## src/rtl/train_pkg.sv

```systemverilog
// Shared types and defaults for the train ETA predictor.
//   state_t    : predictor FSM states
//   TIME_W_DEF : default tick-counter / eta width
//   DIST_W_DEF : default distance width (cm)
//   ETA_SAT    : saturated eta value at the default width
package train_pkg;

  localparam int unsigned TIME_W_DEF = 19;
  localparam int unsigned DIST_W_DEF = 12;

  localparam logic [TIME_W_DEF-1:0] ETA_SAT = '1;

  typedef enum logic [1:0] {
    IDLE   = 2'd0,
    TIMING = 2'd1,
    DIVIDE = 2'd2,
    DONE   = 2'd3
  } state_t;

endpackage

```

## src/rtl/eta_divider.sv

```systemverilog
// Iterative restoring divider, one quotient bit per clock.
//   start    : loads dividend/divisor; PROD_W iterate cycles follow
//   dividend : numerator
//   divisor  : denominator, must be non-zero
//   done     : one-cycle pulse, quotient valid in that cycle
//   quotient : dividend / divisor (floor)
module eta_divider #(
  parameter int unsigned PROD_W = 31
) (
  input  logic              clk,
  input  logic              rst_n,
  input  logic              start,
  input  logic [PROD_W-1:0] dividend,
  input  logic [PROD_W-1:0] divisor,
  output logic              done,
  output logic [PROD_W-1:0] quotient
);

  localparam int unsigned CNT_W = $clog2(PROD_W + 1);

  logic [PROD_W-1:0] rem_q;
  logic [PROD_W-1:0] div_q;
  logic [PROD_W-1:0] quo_q;
  logic [CNT_W-1:0]  cnt_q;
  logic              running;
  logic [PROD_W:0]   rem_sh_c;
  logic [PROD_W:0]   diff_c;

  // Dividend bits shift out of quo_q's top as quotient bits shift into its bottom.
  always_comb begin
    rem_sh_c = {rem_q, quo_q[PROD_W-1]};
    diff_c   = rem_sh_c - {1'b0, div_q};
  end

  always_ff @(posedge clk or negedge rst_n) begin
    if (!rst_n) begin
      rem_q   <= '0;
      div_q   <= '0;
      quo_q   <= '0;
      cnt_q   <= '0;
      running <= 1'b0;
      done    <= 1'b0;
    end else begin
      done <= 1'b0;
      if (start) begin
        rem_q   <= '0;
        quo_q   <= dividend;
        div_q   <= divisor;
        cnt_q   <= CNT_W'(PROD_W);
        running <= 1'b1;
      end else if (running) begin
        // Sign bit of the trial difference clear means the subtract fits.
        if (!diff_c[PROD_W]) begin
          rem_q <= diff_c[PROD_W-1:0];
          quo_q <= {quo_q[PROD_W-2:0], 1'b1};
        end else begin
          rem_q <= rem_sh_c[PROD_W-1:0];
          quo_q <= {quo_q[PROD_W-2:0], 1'b0};
        end
        cnt_q <= cnt_q - CNT_W'(1);
        if (cnt_q == CNT_W'(1)) begin
          running <= 1'b0;
          done    <= 1'b1;
        end
      end
    end
  end

  assign quotient = quo_q;

endmodule

```

## src/rtl/train_eta_predictor.sv

```systemverilog
// Measures transit time between two track sensors and predicts arrival
// at a downstream point: eta = dist_pred*t_meas/dist_meas - margin.
//   tick                 : 1 ms strobe
//   s1_pulse / s2_pulse  : start / end of measurement
//   dist_meas, dist_pred : distances (cm), latched on s2_pulse
//   margin               : ms subtracted from the result, latched on s2_pulse
//   eta_ms, eta_valid    : prediction, held until eta_ready
//   busy                 : FSM not idle
//   err_timeout          : sticky, counter saturated before s2_pulse
//   err_zero_dist        : sticky, dist_meas was zero
//   err_clr              : clears both sticky flags
module train_eta_predictor
  import train_pkg::*;
#(
  parameter int unsigned TIME_W = TIME_W_DEF,
  parameter int unsigned DIST_W = DIST_W_DEF
) (
  input  logic              clk,
  input  logic              rst_n,
  input  logic              tick,
  input  logic              s1_pulse,
  input  logic              s2_pulse,
  input  logic [DIST_W-1:0] dist_meas,
  input  logic [DIST_W-1:0] dist_pred,
  input  logic [TIME_W-1:0] margin,
  output logic [TIME_W-1:0] eta_ms,
  output logic              eta_valid,
  input  logic              eta_ready,
  output logic              busy,
  output logic              err_timeout,
  output logic              err_zero_dist,
  input  logic              err_clr
);

  localparam int unsigned        PROD_W  = TIME_W + DIST_W;
  localparam logic [TIME_W-1:0]  CNT_MAX = '1;

  state_t             state;
  logic [TIME_W-1:0]  t_cnt;
  logic [TIME_W-1:0]  t_meas_q;
  logic [TIME_W-1:0]  margin_q;
  logic [DIST_W-1:0]  dist_meas_q;
  logic [DIST_W-1:0]  dist_pred_q;
  logic               div_go;
  logic               div_start_c;
  logic               div_done;
  logic [PROD_W-1:0]  dividend_c;
  logic [PROD_W-1:0]  quotient;
  logic [TIME_W-1:0]  result_c;
  logic               set_timeout_c;
  logic               set_zero_c;

  // div_go marks the first DIVIDE cycle, where the divider is loaded.
  assign set_zero_c    = (state == DIVIDE) && div_go && (dist_meas_q == '0);
  assign div_start_c   = div_go && (dist_meas_q != '0);
  assign dividend_c    = PROD_W'(dist_pred_q) * PROD_W'(t_meas_q);
  // s2 and s1 both outrank the tick that would saturate the counter.
  assign set_timeout_c = (state == TIMING) && !s2_pulse && !s1_pulse && tick &&
                         (t_cnt == CNT_MAX - TIME_W'(1));

  eta_divider #(.PROD_W(PROD_W)) u_div (
    .clk      (clk),
    .rst_n    (rst_n),
    .start    (div_start_c),
    .dividend (dividend_c),
    .divisor  (PROD_W'(dist_meas_q)),
    .done     (div_done),
    .quotient (quotient)
  );

  // Saturate an oversized quotient, otherwise subtract margin clamped at zero.
  always_comb begin
    result_c = '0;
    if (quotient[PROD_W-1:TIME_W] != '0) begin
      result_c = CNT_MAX;
    end else if (quotient[TIME_W-1:0] >= margin_q) begin
      result_c = quotient[TIME_W-1:0] - margin_q;
    end
  end

  // Measurement FSM with tick counter, input latches and result register.
  always_ff @(posedge clk or negedge rst_n) begin
    if (!rst_n) begin
      state       <= IDLE;
      t_cnt       <= '0;
      t_meas_q    <= '0;
      margin_q    <= '0;
      dist_meas_q <= '0;
      dist_pred_q <= '0;
      div_go      <= 1'b0;
      eta_ms      <= '0;
      eta_valid   <= 1'b0;
      busy        <= 1'b0;
    end else begin
      case (state)
        IDLE: begin
          if (s1_pulse) begin
            t_cnt <= '0;
            state <= TIMING;
            busy  <= 1'b1;
          end
        end
        TIMING: begin
          if (s2_pulse) begin
            t_meas_q    <= t_cnt;
            dist_meas_q <= dist_meas;
            dist_pred_q <= dist_pred;
            margin_q    <= margin;
            div_go      <= 1'b1;
            state       <= DIVIDE;
          end else if (s1_pulse) begin
            t_cnt <= '0;
          end else if (tick) begin
            t_cnt <= t_cnt + TIME_W'(1);
            if (set_timeout_c) begin
              state <= IDLE;
              busy  <= 1'b0;
            end
          end
        end
        DIVIDE: begin
          div_go <= 1'b0;
          if (set_zero_c) begin
            state <= IDLE;
            busy  <= 1'b0;
          end else if (div_done) begin
            eta_ms    <= result_c;
            eta_valid <= 1'b1;
            state     <= DONE;
          end
        end
        DONE: begin
          if (eta_ready) begin
            eta_valid <= 1'b0;
            state     <= IDLE;
            busy      <= 1'b0;
          end
        end
        default: begin
          state <= IDLE;
          busy  <= 1'b0;
        end
      endcase
    end
  end

  // Sticky error flags; clear outranks a same-cycle set.
  always_ff @(posedge clk or negedge rst_n) begin
    if (!rst_n) begin
      err_timeout   <= 1'b0;
      err_zero_dist <= 1'b0;
    end else if (err_clr) begin
      err_timeout   <= 1'b0;
      err_zero_dist <= 1'b0;
    end else begin
      if (set_timeout_c) err_timeout   <= 1'b1;
      if (set_zero_c)    err_zero_dist <= 1'b1;
    end
  end

endmodule

```

## config.mk

```make
export PLATFORM = sky130hd
export DESIGN_NAME = train_eta_predictor
export DESIGN_NICKNAME = d
export VERILOG_FILES = /design/src/rtl/train_pkg.sv /design/src/rtl/eta_divider.sv /design/src/rtl/train_eta_predictor.sv
export SDC_FILE = /design/constraint.sdc
export NUM_CORES = 1
export LEC_CHECK = 0
export ABC_CLOCK_PERIOD_IN_PS = 10600
export CELL_PAD_IN_SITES_DETAIL_PLACEMENT = 0
export CELL_PAD_IN_SITES_GLOBAL_PLACEMENT = 1
export CORE_AREA = 3 3 190 192
export DETAILED_ROUTE_END_ITERATION = 12
export DIE_AREA = 0 0 193 195
export PLACE_DENSITY_LB_ADDON = 0.1
export SYNTH_ARGS = -nofsm -noshare
export SYNTH_HDL_FRONTEND = slang
export SYNTH_SLANG_ARGS = --single-unit
```

## constraint.sdc

```tcl
create_clock -name clk -period 10.6 [get_ports clk]
set_input_delay 2.12 -clock clk [delete_from_list [all_inputs] [get_ports clk]]
set_output_delay 2.12 -clock clk [all_outputs]
set_load 0.005 [all_outputs]
```

==> Flow_metrics.wiki, run 1 <==
{| class="wikitable"
! Metric !! Value
|-
| Post-Route WL || 40750 µm
|-
| Die outline area || 37640 µm²
|-
| EDFF count, synth || 0
|-
| Clock Root Buffer || sky130_fd_sc_hd__clkbuf_16
|-
| Worst IR Drop VDD || 0.0001551 V
|-
| Post-Syn Instances || 1879
|-
| Worst-case hold path end point || eta_ms[12]
|-
| Type of element launching the critical path || register
|-
| Proportion of synthesized chip area in sequential cells || 0.2748
|-
| Routability Congestion || 0.8464
|-
| Post-cts hold buffer count || 0
|-
| CTS resizes || 0
|-
| Setup total negative slack || 0 ns
|-
| Critical register-to-register path startpoint || dist_pred_q[5]
|-
| Top-Level Pins || 73
|-
| PortBufs || 72
|-
| Synth warn || 0
|-
| Floorplan Core Area || 34540 µm²
|-
| Per-cell routed wire length || 17.36 µm
|-
| Worst r2r path cells || 17
|-
| Chip width || 193 µm
|-
| Critical path start-end classification || register to register
|-
| Worst Setup Slack, final || 4.285 ns
|-
| Buffers & Inverters on Critical Path || 3
|-
| Syn Nets || 2205
|-
| Number of diodes || 0
|-
| Largest net degree at the start of global routing || 102
|-
| Final net count || 2206
|-
| Starting Density || 0.4957
|-
| Most used cells in the layout excluding fill and tap cells || sky130_fd_sc_hd__inv_1, sky130_fd_sc_hd__nand2_1, sky130_fd_sc_hd__dfrtp_1
|-
| Later-pin clock latency in the skew report || 0.46 ns
|-
| Pwr Density || 187.2 nW/µm²
|-
| Area contributors post-synth || sky130_fd_sc_hd__dfrtp_1, sky130_fd_sc_hd__fa_1, sky130_fd_sc_hd__ha_1, sky130_fd_sc_hd__inv_1, sky130_fd_sc_hd__nand2_1
|-
| Flops & latches, synth || 188
|-
| Largest stage delay on the critical path || 0.80 ns
|-
| Crit end category || register
|-
| Dominant cell type by area after synthesis || sky130_fd_sc_hd__dfrtp_1
|-
| Internal reg-to-reg setup slack || 4.28 ns
|-
| Filler Cells Inserted || 3213
|-
| Number of DRC violations after detailed routing || 0
|-
| Hold Vio Cnt, Final || 0
|-
| Overall track demand over capacity in global routing || 0.2295
|-
| Worst slack at placement || 4.366 ns
|-
| Reg clk slew, reported paths || 0.08 ns
|-
| Global-route wire length before repair || 69140 µm
|-
| Async SR Flop Fraction || 1.000
|-
| Number of global-route vias before repair || 13585
|-
| Run status || completed
|-
| Kind of cell with the highest combined delay on the critical path || adder cells
|-
| Fraction of synthesized cell area taken by the top area cell type || 0.2748
|-
| Total gr overflow || 0
|-
| Number of antenna violations at the first check in global routing || 1
|-
| Timing-limited maximum frequency || 158.4 MHz
|-
| Post-DRT Antenna Nets || 0
|-
| RSZ-0062 raised after global routing || no
|-
| Cell type with the highest occurrence count on the critical path || sky130_fd_sc_hd__fa_1
|-
| H-tree depth reported by CTS || 4
|-
| Number of slew-limit violations in the final report || 0
|-
| Arrival time of data at the critical path endpoint || 6.62 ns
|-
| Finish-stage setup viols || 0
|-
| Total vias in the final route || 13021
|-
| Leakage Power || 9.136 nW
|-
| Num CTS Buffers || 17
|-
| Die Ht || 195 µm
|-
| P&R area growth vs syn || 9.222%
|-
| Type of the most critical hold path || register to register
|-
| Share of the cycle needed by the critical path after routing || 0.5958
|-
| Number of DRC violations after detailed-routing iteration 0 || 628
|-
| Leading cell type in the layout, fill and taps excluded || sky130_fd_sc_hd__inv_1
|-
| Post-detailed-placement half-perimeter wirelength || 30050 µm
|-
| Worst-path maximum fanout || 20
|-
| Vias per Instance || 5.546
|-
| Final Critical Period || 6.315 ns
|-
| Number of buffers on the longest clock path || 2
|-
| Measured slew at the worst slew-check pin || 1.092 ns
|-
| Placement Rows || 68
|-
| Synth Cell Area || 17120 µm²
|-
| Top_reg_cell synth || sky130_fd_sc_hd__dfrtp_1
|-
| Worst reg2reg endpoint || u_div.quotient[27]
|-
| Setup skew after layout || 0.01740 ns
|-
| Count of cell types in the netlist || 68
|-
| Hold path cells || 2
|-
| Max-Cap Viols || 0
|-
| Data required, critical path || 10.90 ns
|-
| Post-synthesis area per instance || 9.112 µm²
|-
| Cell type of the slowest stage on the worst timing path || sky130_fd_sc_hd__dfrtp_1
|-
| Ordered cell list for the critical path || nand2_1, fa_1, fa_1, fa_1, inv_1, fa_1, inv_1, fa_1, inv_1, ha_1, or4_1, o21ai_1, o211ai_1, a211oi_1, o21bai_1, a2111oi_0, a311oi_1
|-
| Fraction of final layout cells sized beyond drive strength 1 || 0.06181
|-
| First drt pass iteration count || 7
|-
| CTS tree || built
|-
| Clock sink total || 188
|-
| Rel. slew slack || 0.2718
|-
| Post CTS Setup Buffer Count || 0
|-
| Min-Delay Startpoint || eta_ms[12]
|}
-- area by class of cell --
type	count	area, µm²	area share
clock buffers	18	429.2	0.02295
clock inverters	14	150.1	0.008029
inverters	263	987.2	0.05279
multi-input cells	1329	11060	0.5917
flip-flops and latches	188	4708	0.2518
well taps	455	569.3	0.03044
repair buffers	81	792.0	0.04235
-- power by group --
part	switching (mW)	internal, mW	total (mW)
combinational	0.911	0.707	1.62
clock	0.330	0.314	0.645
sequential	0.311	0.927	1.24
total	1.55	1.95	3.50
-- tightest hold or removal path, delay by kind of cell, from the launching register on --
family	cells	cell delay [ns]
AO/OA/AOI/OAI	1	0.06
AND/OR/NAND/NOR	1	0.04
flip-flops	1	0.35
-- through the flow --
step	util	area [µm²]	power [mW]	instances	hold slack [ns]
global placement	0.5246	18120	2.841	2316	0.4655
finish	0.5414	18700	3.501	2348	0.4840
floorplan	-	17120	2.435	1879	0.4498
detailed placement	0.5246	18120	2.862	2316	0.4726
CTS	0.5414	18700	3.529	2348	0.4897
global route	0.5414	18700	3.816	2348	0.5209
-- worst max-delay path by stage --
stage	startpoint	to	cells after the start
3_5_place_dp	dist_pred_q[8]	u_div.quotient[27]	18
5_1_grt	dist_pred_q[5]	u_div.quotient[29]	17
3_3_place_gp	dist_pred_q[8]	u_div.quotient[27]	18
6_report	dist_pred_q[5]	u_div.quotient[27]	17
4_1_cts	dist_pred_q[8]	u_div.quotient[27]	18
2_1_floorplan	t_meas_q[4]	u_div.quotient[29]	19
-- cell families after synthesis --
| group | count (synthesis) | share of synthesized area |
|---|---|---|
| multiplexers | 86 | 0.05495 |
| buffers and inverters | 362 | 0.07987 |
| adder cells (fa/ha/maj) | 276 | 0.2771 |
| flip-flops | 188 | 0.2748 |
| AND/OR/NAND/NOR | 554 | 0.1557 |
| AO/OA/AOI/OAI | 355 | 0.1279 |
| XOR/XNOR | 58 | 0.02967 |
-- synthesized netlist by cell type (all sizes together) (12+ instances only) --
| master | number |
|---|---|
| a21o | 17 |
| a21oi | 76 |
| a31oi | 32 |
| and2 | 84 |
| and3 | 12 |
| clkbuf | 93 |
| dfrtp | 188 |
| fa | 172 |
| ha | 104 |
| inv | 263 |
| mux2 | 61 |
| mux2i | 25 |
| nand2 | 261 |
| nand3 | 29 |
| nand4 | 16 |
| nor2 | 58 |
| nor2b | 15 |
| nor3 | 16 |
| o21a | 15 |
| o21ai | 129 |
| o31ai | 12 |
| or3 | 16 |
| or4 | 16 |
| xnor2 | 30 |
| xor2 | 28 |
-- per-layer routing --
metal | up-vias | global-route usage | share of wire
met2 | 229 | 0.3792 | 0.49
met5 | - | 0 | 0
li1 | 6206 | - | -
met3 | 53 | 0.02998 | 0.037
met4 | 0 | 0.07018 | 0.023
met1 | 6533 | 0.3162 | 0.45
-- flip-flops by register name, summed over array words and instances (netlist names), 2 cells and up --
| name | count |
|---|---|
| u_div.cnt_q | 5 |
| u_div.quotient | 31 |
| margin_q | 19 |
| eta_ms | 19 |
| dist_meas_q | 12 |
| u_div.div_q | 12 |
| dist_pred_q | 12 |
| t_cnt | 19 |
| t_meas_q | 19 |
| u_div.rem_q | 31 |
| state | 2 |
Note: power is estimated with default switching activity, not from simulation.
==> run 2: changes to the inputs <==
- ABC_CLOCK_PERIOD_IN_PS: 10600 -> 5400
- CORE_AREA: 3 3 190 192 -> 3 3 202 204
- DIE_AREA: 0 0 193 195 -> 0 0 205 207
- clock period: 10.6 -> 5.4 ns (I/O delays scaled with it)
==> Flow_metrics.wiki, run 2 (synthesis gave the netlist of run 1 again) <==
{| class="wikitable"
! Metric !! Value
|-
| Crit end category || register (unchanged)
|-
| Arrival time of data at the critical path endpoint || 5.77 ns (was 6.62 ns)
|-
| First drt pass iteration count || 5 (was 7)
|-
| Starting Density || 0.4339 (was 0.4957)
|-
| Worst r2r path cells || 21 (was 17)
|-
| Total vias in the final route || 13420 (was 13021)
|-
| Clock share of power || 0.185 (was 0.184)
|-
| Die Ht || 207 µm (was 195 µm)
|-
| Run status || complete, but fails checks (was completed)
|-
| Fraction of final layout cells sized beyond drive strength 1 || 0.1760 (was 0.06181)
|-
| Share of the cycle needed by the critical path after routing || 1.008 (was 0.5958)
|-
| Post-Route WL || 42280 µm (was 40750 µm)
|-
| Later-pin clock latency in the skew report || 0.48 ns (was 0.46 ns)
|-
| Number of buffers on the longest clock path || 2 (unchanged)
|-
| Type of the most critical hold path || register to register (unchanged)
|-
| Worst-case hold path end point || eta_ms[12] (unchanged)
|-
| Number of diodes || 0 (unchanged)
|-
| Per-cell routed wire length || 16.48 µm (was 17.36 µm)
|-
| Measured slew at the worst slew-check pin || 1.134 ns (was 1.092 ns)
|-
| Type of element launching the critical path || register (unchanged)
|-
| Fraction of power consumed by combinational cells || 0.514 (was 0.462)
|-
| Leakage Power || 9.914 nW (was 9.136 nW)
|-
| Vias per Instance || 5.232 (was 5.546)
|-
| Number of antenna violations at the first check in global routing || 0 (was 1)
|-
| Routability Congestion || 0.8307 (was 0.8464)
|-
| Worst reg2reg endpoint || u_div.quotient[27] (unchanged)
|-
| Num CTS Buffers || 17 (unchanged)
|-
| Max-Cap Viols || 0 (unchanged)
|-
| Overall track demand over capacity in global routing || 0.2071 (was 0.2295)
|-
| Power share of the sequential group || 0.301 (was 0.354)
|-
| Die outline area || 42440 µm² (was 37640 µm²)
|-
| RSZ-0062 raised after global routing || yes (was no)
|-
| Pwr Density || 364.1 nW/µm² (was 187.2 nW/µm²)
|-
| Worst Setup Slack, final || -0.04299 ns (was 4.285 ns)
|-
| Critical register-to-register path startpoint || dist_pred_q[8] (was dist_pred_q[5])
|-
| Critical path start-end classification || register to register (unchanged)
|-
| Internal reg-to-reg setup slack || -0.04 ns (was 4.28 ns)
|-
| Total gr overflow || 0 (unchanged)
|-
| P&R area growth vs syn || 19.44% (was 9.222%)
|-
| Reg clk slew, reported paths || 0.08 ns (about the same)
|-
| Top-Level Pins || 73 (unchanged)
|-
| Sum of internal, switching and leakage power || 7.446 mW (was 3.501 mW)
|-
| Switching component of the power || 3.130 mW (was 1.553 mW)
|-
| Chip width || 205 µm (was 193 µm)
|-
| Final Critical Period || 5.443 ns (was 6.315 ns)
|-
| Hold path cells || 2 (unchanged)
|-
| Post-DRT Antenna Nets || 0 (unchanged)
|-
| Final net count || 2353 (was 2206)
|-
| Min-Delay Startpoint || eta_ms[12] (unchanged)
|-
| CTS tree || built (unchanged)
|-
| Rel. slew slack || 0.2441 (was 0.2718)
|-
| Fraction of power spent switching nets || 0.4204 (was 0.4434)
|-
| Number of DRC violations after detailed-routing iteration 0 || 676 (was 628)
|-
| Number of global-route vias before repair || 13859 (was 13585)
|-
| Floorplan Core Area || 39460 µm² (was 34540 µm²)
|-
| Internal Power || 4.316 mW (was 1.949 mW)
|-
| Number of DRC violations after detailed routing || 0 (unchanged)
|-
| Finish-stage setup viols || 2 (was 0)
|-
| Clock Root Buffer || sky130_fd_sc_hd__clkbuf_16 (unchanged)
|-
| Most used cells in the layout excluding fill and tap cells || sky130_fd_sc_hd__nand2_1, sky130_fd_sc_hd__inv_1, sky130_fd_sc_hd__dfrtp_1 (was sky130_fd_sc_hd__inv_1, sky130_fd_sc_hd__nand2_1, sky130_fd_sc_hd__dfrtp_1)
|-
| Violated checks || setup timing
|-
| H-tree depth reported by CTS || 4 (unchanged)
|-
| Clock sink total || 188 (unchanged)
|-
| Hold slack || 0.4846 ns (was 0.4840 ns)
|-
| Number of slew-limit violations in the final report || 0 (unchanged)
|-
| Placement Rows || 73 (was 68)
|-
| Data required, critical path || 5.73 ns (was 10.90 ns)
|-
| Hold Vio Cnt, Final || 0 (unchanged)
|-
| Setup skew after layout || 0.01228 ns (was 0.01740 ns)
|-
| Global-route wire length before repair || 71180 µm (was 69140 µm)
|-
| Worst IR Drop VDD || 0.0002602 V (was 0.0001551 V)
|-
| Post-detailed-placement half-perimeter wirelength || 32670 µm (was 30050 µm)
|-
| Worst-path maximum fanout || 7 (was 20)
|-
| Leading cell type in the layout, fill and taps excluded || sky130_fd_sc_hd__nand2_1 (was sky130_fd_sc_hd__inv_1)
|-
| PortBufs || 72 (unchanged)
|-
| Timing-limited maximum frequency || 183.7 MHz (was 158.4 MHz)
|-
| Largest net degree at the start of global routing || 103 (was 102)
|}
-- run 2: cell types whose count changed in the layout (fill, tap and decap cells not counted), moves of 8 or more --
| cell | delta |
|---|---|
| sky130_fd_sc_hd__dfrtp_1 | -19 |
| sky130_fd_sc_hd__buf_4 | +130 |
| sky130_fd_sc_hd__buf_6 | +10 |
| sky130_fd_sc_hd__a21oi_1 | -10 |
| sky130_fd_sc_hd__dfrtp_2 | +19 |
| sky130_fd_sc_hd__a21oi_2 | +8 |
| sky130_fd_sc_hd__inv_1 | -12 |
| sky130_fd_sc_hd__ha_4 | +11 |
| sky130_fd_sc_hd__ha_1 | -14 |
| sky130_fd_sc_hd__inv_2 | +12 |
-- run 2: metal layers --
layer  routed length (µm)  vias up  track usage
met4                  501        0      0.04596
met1                19820     6734       0.2904
met2                20730      148       0.3372
met3                 1235       31      0.03630
met5                    0        -            0
li1                     -     6507            -
-- run 2: power by group through the flow --
stage	registers (mW)	clock network, mW	logic (mW)
floorplan	2.05	0	2.73
global placement	2.28	0	3.56
detailed placement	2.30	0	3.58
CTS	2.25	1.43	3.78
global route	2.31	1.48	4.31
finish	2.24	1.37	3.83
-- run 2: layout make-up --
| cell class | count | area, µm² |
|---|---|---|
| clock buffer | 17 | 425.4 |
| clock inverter | 15 | 205.2 |
| fill | 3740 | 19010 |
| inverter | 263 | 987.2 |
| multi-input combinational | 1329 | 11440 |
| sequential | 188 | 4732 |
| tap | 525 | 656.9 |
| timing repair buffer | 228 | 1998 |
-- run 2: per-stage QoR --
stage	instances	worst slack [ns]	utilization	setup TNS, ns	area [µm²]
floorplan	1879	0.005565	-	0	17130
global placement	2497	-0.3664	0.4838	-1.825	19090
detailed placement	2497	-0.4428	0.4838	-2.178	19090
CTS	2554	-0.02648	0.5114	-0.02648	20180
global route	2565	-0.2824	0.5183	-1.363	20450
finish	2565	-0.04299	0.5183	-0.08270	20450
-- run 2: worst max path at each step --
stage                                from            endpoint  depth (start not counted)  slack (ns)
after floorplan               t_meas_q[9]  u_div.quotient[30]                         18       0.006
after global placement     dist_pred_q[7]  u_div.quotient[29]                         21       -0.37
after detailed placement   dist_pred_q[6]  u_div.quotient[29]                         20       -0.44
after CTS                  dist_pred_q[5]  u_div.quotient[29]                         18       -0.03
after global routing      dist_pred_q[11]  u_div.quotient[27]                         21       -0.28
final                      dist_pred_q[8]  u_div.quotient[27]                         21       -0.04
-- run 2: repair_timing --
action	in CTS	in global routing
pin swaps	49	42
resized for setup	72	51
setup endpoints to repair	11	11
buffers inserted	25	12
hold buffers	0	0
-- run 2: worst max-delay path, stage by stage (launching register included) --
cell                        delay [ns]
sky130_fd_sc_hd__dfrtp_2          0.44
sky130_fd_sc_hd__buf_6            0.13
sky130_fd_sc_hd__buf_8            0.12
sky130_fd_sc_hd__and2_4           0.13
sky130_fd_sc_hd__fa_1             0.54
sky130_fd_sc_hd__inv_2            0.04
sky130_fd_sc_hd__fa_1             0.53
sky130_fd_sc_hd__inv_2            0.05
sky130_fd_sc_hd__fa_1             0.47
sky130_fd_sc_hd__fa_1             0.53
sky130_fd_sc_hd__inv_2            0.04
sky130_fd_sc_hd__fa_2             0.53
sky130_fd_sc_hd__inv_2            0.05
sky130_fd_sc_hd__ha_4             0.23
sky130_fd_sc_hd__and3_1           0.15
sky130_fd_sc_hd__and2_1           0.18
sky130_fd_sc_hd__a21oi_2          0.15
sky130_fd_sc_hd__nor2b_2          0.06
sky130_fd_sc_hd__a211oi_2         0.26
sky130_fd_sc_hd__o21bai_1         0.14
sky130_fd_sc_hd__a2111oi_2        0.40
sky130_fd_sc_hd__a311oi_2         0.08
==> run 3: changes to the inputs <==
- TNS_END_PERCENT: not set -> 1
==> Flow_metrics.wiki, run 3 (synthesis gave the netlist of run 1 again) <==
{| class="wikitable"
! Metric !! Value
|-
| Number of buffers on the longest clock path || 2 (unchanged)
|-
| Leading cell type in the layout, fill and taps excluded || sky130_fd_sc_hd__nand2_1 (unchanged)
|-
| Critical path start-end classification || register to register (unchanged)
|-
| Post-detailed-placement half-perimeter wirelength || 32670 µm (about the same)
|-
| Max-Cap Viols || 0 (unchanged)
|-
| Worst slack at placement || -0.4879 ns (was -0.4428 ns)
|-
| Number of DRC violations after detailed-routing iteration 0 || 736 (was 676)
|-
| Setup skew after layout || 0.01769 ns (was 0.01228 ns)
|-
| Starting Density || 0.4339 (unchanged)
|-
| Final Critical Period || 5.426 ns (was 5.443 ns)
|-
| Clock Root Buffer || sky130_fd_sc_hd__clkbuf_16 (unchanged)
|-
| RSZ-0062 raised after global routing || yes (unchanged)
|-
| Worst IR Drop VDD || 0.0003211 V (was 0.0002602 V)
|-
| Arrival time of data at the critical path endpoint || 5.79 ns (was 5.77 ns)
|-
| Largest net degree at the start of global routing || 103 (unchanged)
|-
| Post-DRT Antenna Nets || 0 (unchanged)
|-
| Number of diodes || 0 (unchanged)
|-
| Most used cells in the layout excluding fill and tap cells || sky130_fd_sc_hd__nand2_1, sky130_fd_sc_hd__inv_1, sky130_fd_sc_hd__dfrtp_1 (unchanged)
|-
| Power share of the sequential group || 0.304 (was 0.301)
|-
| First drt pass iteration count || 5 (unchanged)
|-
| Die outline area || 42440 µm² (unchanged)
|-
| Crit end category || register (unchanged)
|-
| Share of the cycle needed by the critical path after routing || 1.005 (was 1.008)
|-
| Pwr Density || 363.7 nW/µm² (was 364.1 nW/µm²)
|-
| Final net count || 2339 (was 2353)
|-
| Clock share of power || 0.185 (about the same)
|-
| Internal Power || 4.226 mW (was 4.316 mW)
|-
| Per-cell routed wire length || 16.57 µm (was 16.48 µm)
|-
| Timing-limited maximum frequency || 184.3 MHz (was 183.7 MHz)
|-
| Fraction of power consumed by combinational cells || 0.511 (was 0.514)
|-
| Area of all placed cells without fillers || 20150 µm² (was 20450 µm²)
|-
| Worst Setup Slack, final || -0.02557 ns (was -0.04299 ns)
|-
| Measured slew at the worst slew-check pin || 1.133 ns (was 1.134 ns)
|-
| Chip width || 205 µm (unchanged)
|-
| H-tree depth reported by CTS || 4 (unchanged)
|-
| Leakage Power || 9.816 nW (was 9.914 nW)
|-
| Clock sink total || 188 (unchanged)
|-
| Switching component of the power || 3.102 mW (was 3.130 mW)
|-
| Number of global-route vias before repair || 13795 (was 13859)
|-
| Floorplan Core Area || 39460 µm² (unchanged)
|-
| Fraction of final layout cells sized beyond drive strength 1 || 0.1521 (was 0.1760)
|-
| Die Ht || 207 µm (unchanged)
|-
| Data required, critical path || 5.77 ns (was 5.73 ns)
|-
| Number of slew-limit violations in the final report || 0 (unchanged)
|-
| P&R area growth vs syn || 17.67% (was 19.44%)
|-
| Number of antenna violations at the first check in global routing || 0 (unchanged)
|-
| Min-Delay Startpoint || eta_ms[9] (was eta_ms[12])
|-
| Top-Level Pins || 73 (unchanged)
|-
| Reg clk slew, reported paths || 0.08 ns (about the same)
|-
| Startpoint of the most critical setup path || dist_pred_q[7] (was dist_pred_q[8])
|-
| Run status || complete, but fails checks (unchanged)
|-
| Finish-stage setup viols || 1 (was 2)
|-
| Violated checks || setup timing (unchanged)
|-
| Fraction of power spent switching nets || 0.4233 (was 0.4204)
|-
| Vias per Instance || 5.233 (was 5.232)
|-
| Num CTS Buffers || 17 (unchanged)
|-
| Hold Vio Cnt, Final || 0 (unchanged)
|-
| Total cell area at the placement stage || 19120 µm² (was 19090 µm²)
|-
| PortBufs || 72 (unchanged)
|-
| Rel. slew slack || 0.2450 (was 0.2441)
|-
| Worst-path maximum fanout || 10 (was 7)
|-
| Number of DRC violations after detailed routing || 0 (unchanged)
|-
| Critical register-to-register path startpoint || dist_pred_q[7] (was dist_pred_q[8])
|-
| Global-route wire length before repair || 71370 µm (was 71180 µm)
|-
| Area occupied by registers || 4728 µm² (was 4732 µm²)
|-
| Post-Route WL || 42240 µm (was 42280 µm)
|-
| Type of the most critical hold path || register to register (unchanged)
|-
| Sum of internal, switching and leakage power || 7.328 mW (was 7.446 mW)
|-
| CTS tree || built (unchanged)
|-
| Placement Rows || 73 (unchanged)
|-
| Total vias in the final route || 13345 (was 13420)
|-
| Multi-input gate area in the final layout || 11310 µm² (was 11440 µm²)
|-
| Filler Cells Inserted || 3809 (was 3740)
|-
| Total gr overflow || 0 (unchanged)
|-
| Overall track demand over capacity in global routing || 0.2073 (was 0.2071)
|-
| Type of element launching the critical path || register (unchanged)
|-
| Routability Congestion || 0.8436 (was 0.8307)
|-
| Later-pin clock latency in the skew report || 0.49 ns (was 0.48 ns)
|}
==> run 3: metrics by stage <==
step	hold slack, ns	utilization	instances	setup TNS, ns
floorplan	0.4498	-	1879	-0.03624
global placement	0.4665	0.4845	2504	-1.867
detailed placement	0.4727	0.4845	2504	-2.262
CTS	0.4894	0.5090	2549	-0.1134
global route	0.5064	0.5106	2550	-1.850
finish	0.4794	0.5106	2550	-0.02557
==> run 3: worst max-delay path, stage by stage (launching register included) <==
cell and delay [ns]:
sky130_fd_sc_hd__dfrtp_2 0.41, sky130_fd_sc_hd__buf_4 0.15, sky130_fd_sc_hd__buf_12 0.14, sky130_fd_sc_hd__and2_4 0.16
sky130_fd_sc_hd__fa_1 0.49, sky130_fd_sc_hd__inv_1 0.05, sky130_fd_sc_hd__fa_1 0.56, sky130_fd_sc_hd__inv_1 0.06
sky130_fd_sc_hd__fa_1 0.45, sky130_fd_sc_hd__fa_1 0.49, sky130_fd_sc_hd__inv_1 0.05, sky130_fd_sc_hd__fa_1 0.49
sky130_fd_sc_hd__inv_2 0.05, sky130_fd_sc_hd__ha_4 0.22, sky130_fd_sc_hd__buf_4 0.14, sky130_fd_sc_hd__nand2_1 0.05
sky130_fd_sc_hd__o21ai_0 0.12, sky130_fd_sc_hd__a221o_1 0.38, sky130_fd_sc_hd__a31oi_4 0.20, sky130_fd_sc_hd__o21bai_4 0.12
sky130_fd_sc_hd__a2111o_1 0.41, sky130_fd_sc_hd__o211a_1 0.12
==> run 3: cell type report <==
class	instances	share of cell area
clock inverters	14	0.009378
inverters	263	0.04900
multi-input cells	1329	0.5612
repair buffers	214	0.09198
flip-flops and latches	188	0.2347
clock buffers	17	0.02112
well taps	525	0.03260
==> run 3: final timing paths <==
| path | depth (start not counted) | to | slack, ns |
|---|---|---|---|
| worst min-delay path | 2 | eta_ms[9] | 0.48 |
| worst max register to register | 21 | u_div.quotient[30] | -0.03 |
| worst max-delay path | 21 | u_div.quotient[30] | -0.03 |
| max in group asynchronous | 2 | dist_pred_q[10] | 3.66 |
| worst min register to register | 2 | eta_ms[9] | 0.48 |
| min in group asynchronous | 1 | eta_ms[13] | 0.59 |
==> run 3: power by group through the flow <==
stage / sequential (mW) / combinational (mW) / clock [mW]
finish: 2.23 / 3.74 / 1.35
global route: 2.29 / 4.20 / 1.45
CTS: 2.23 / 3.76 / 1.41
detailed placement: 2.30 / 3.55 / 0
global placement: 2.29 / 3.53 / 0
floorplan: 2.05 / 2.73 / 0
==> run 3: metal layers <==
metal	share of wire	global-route usage
met5	0	0
met4	0.013	0.04879
met3	0.024	0.03143
met2	0.49	0.3393
met1	0.48	0.2911
==> run 3: what timing repair did <==
action	in CTS	in global routing
endpoints found under the setup margin	11	11
hold buffers	0	0
resized for setup	60	11
setup buffers	14	1
pin swaps	32	7
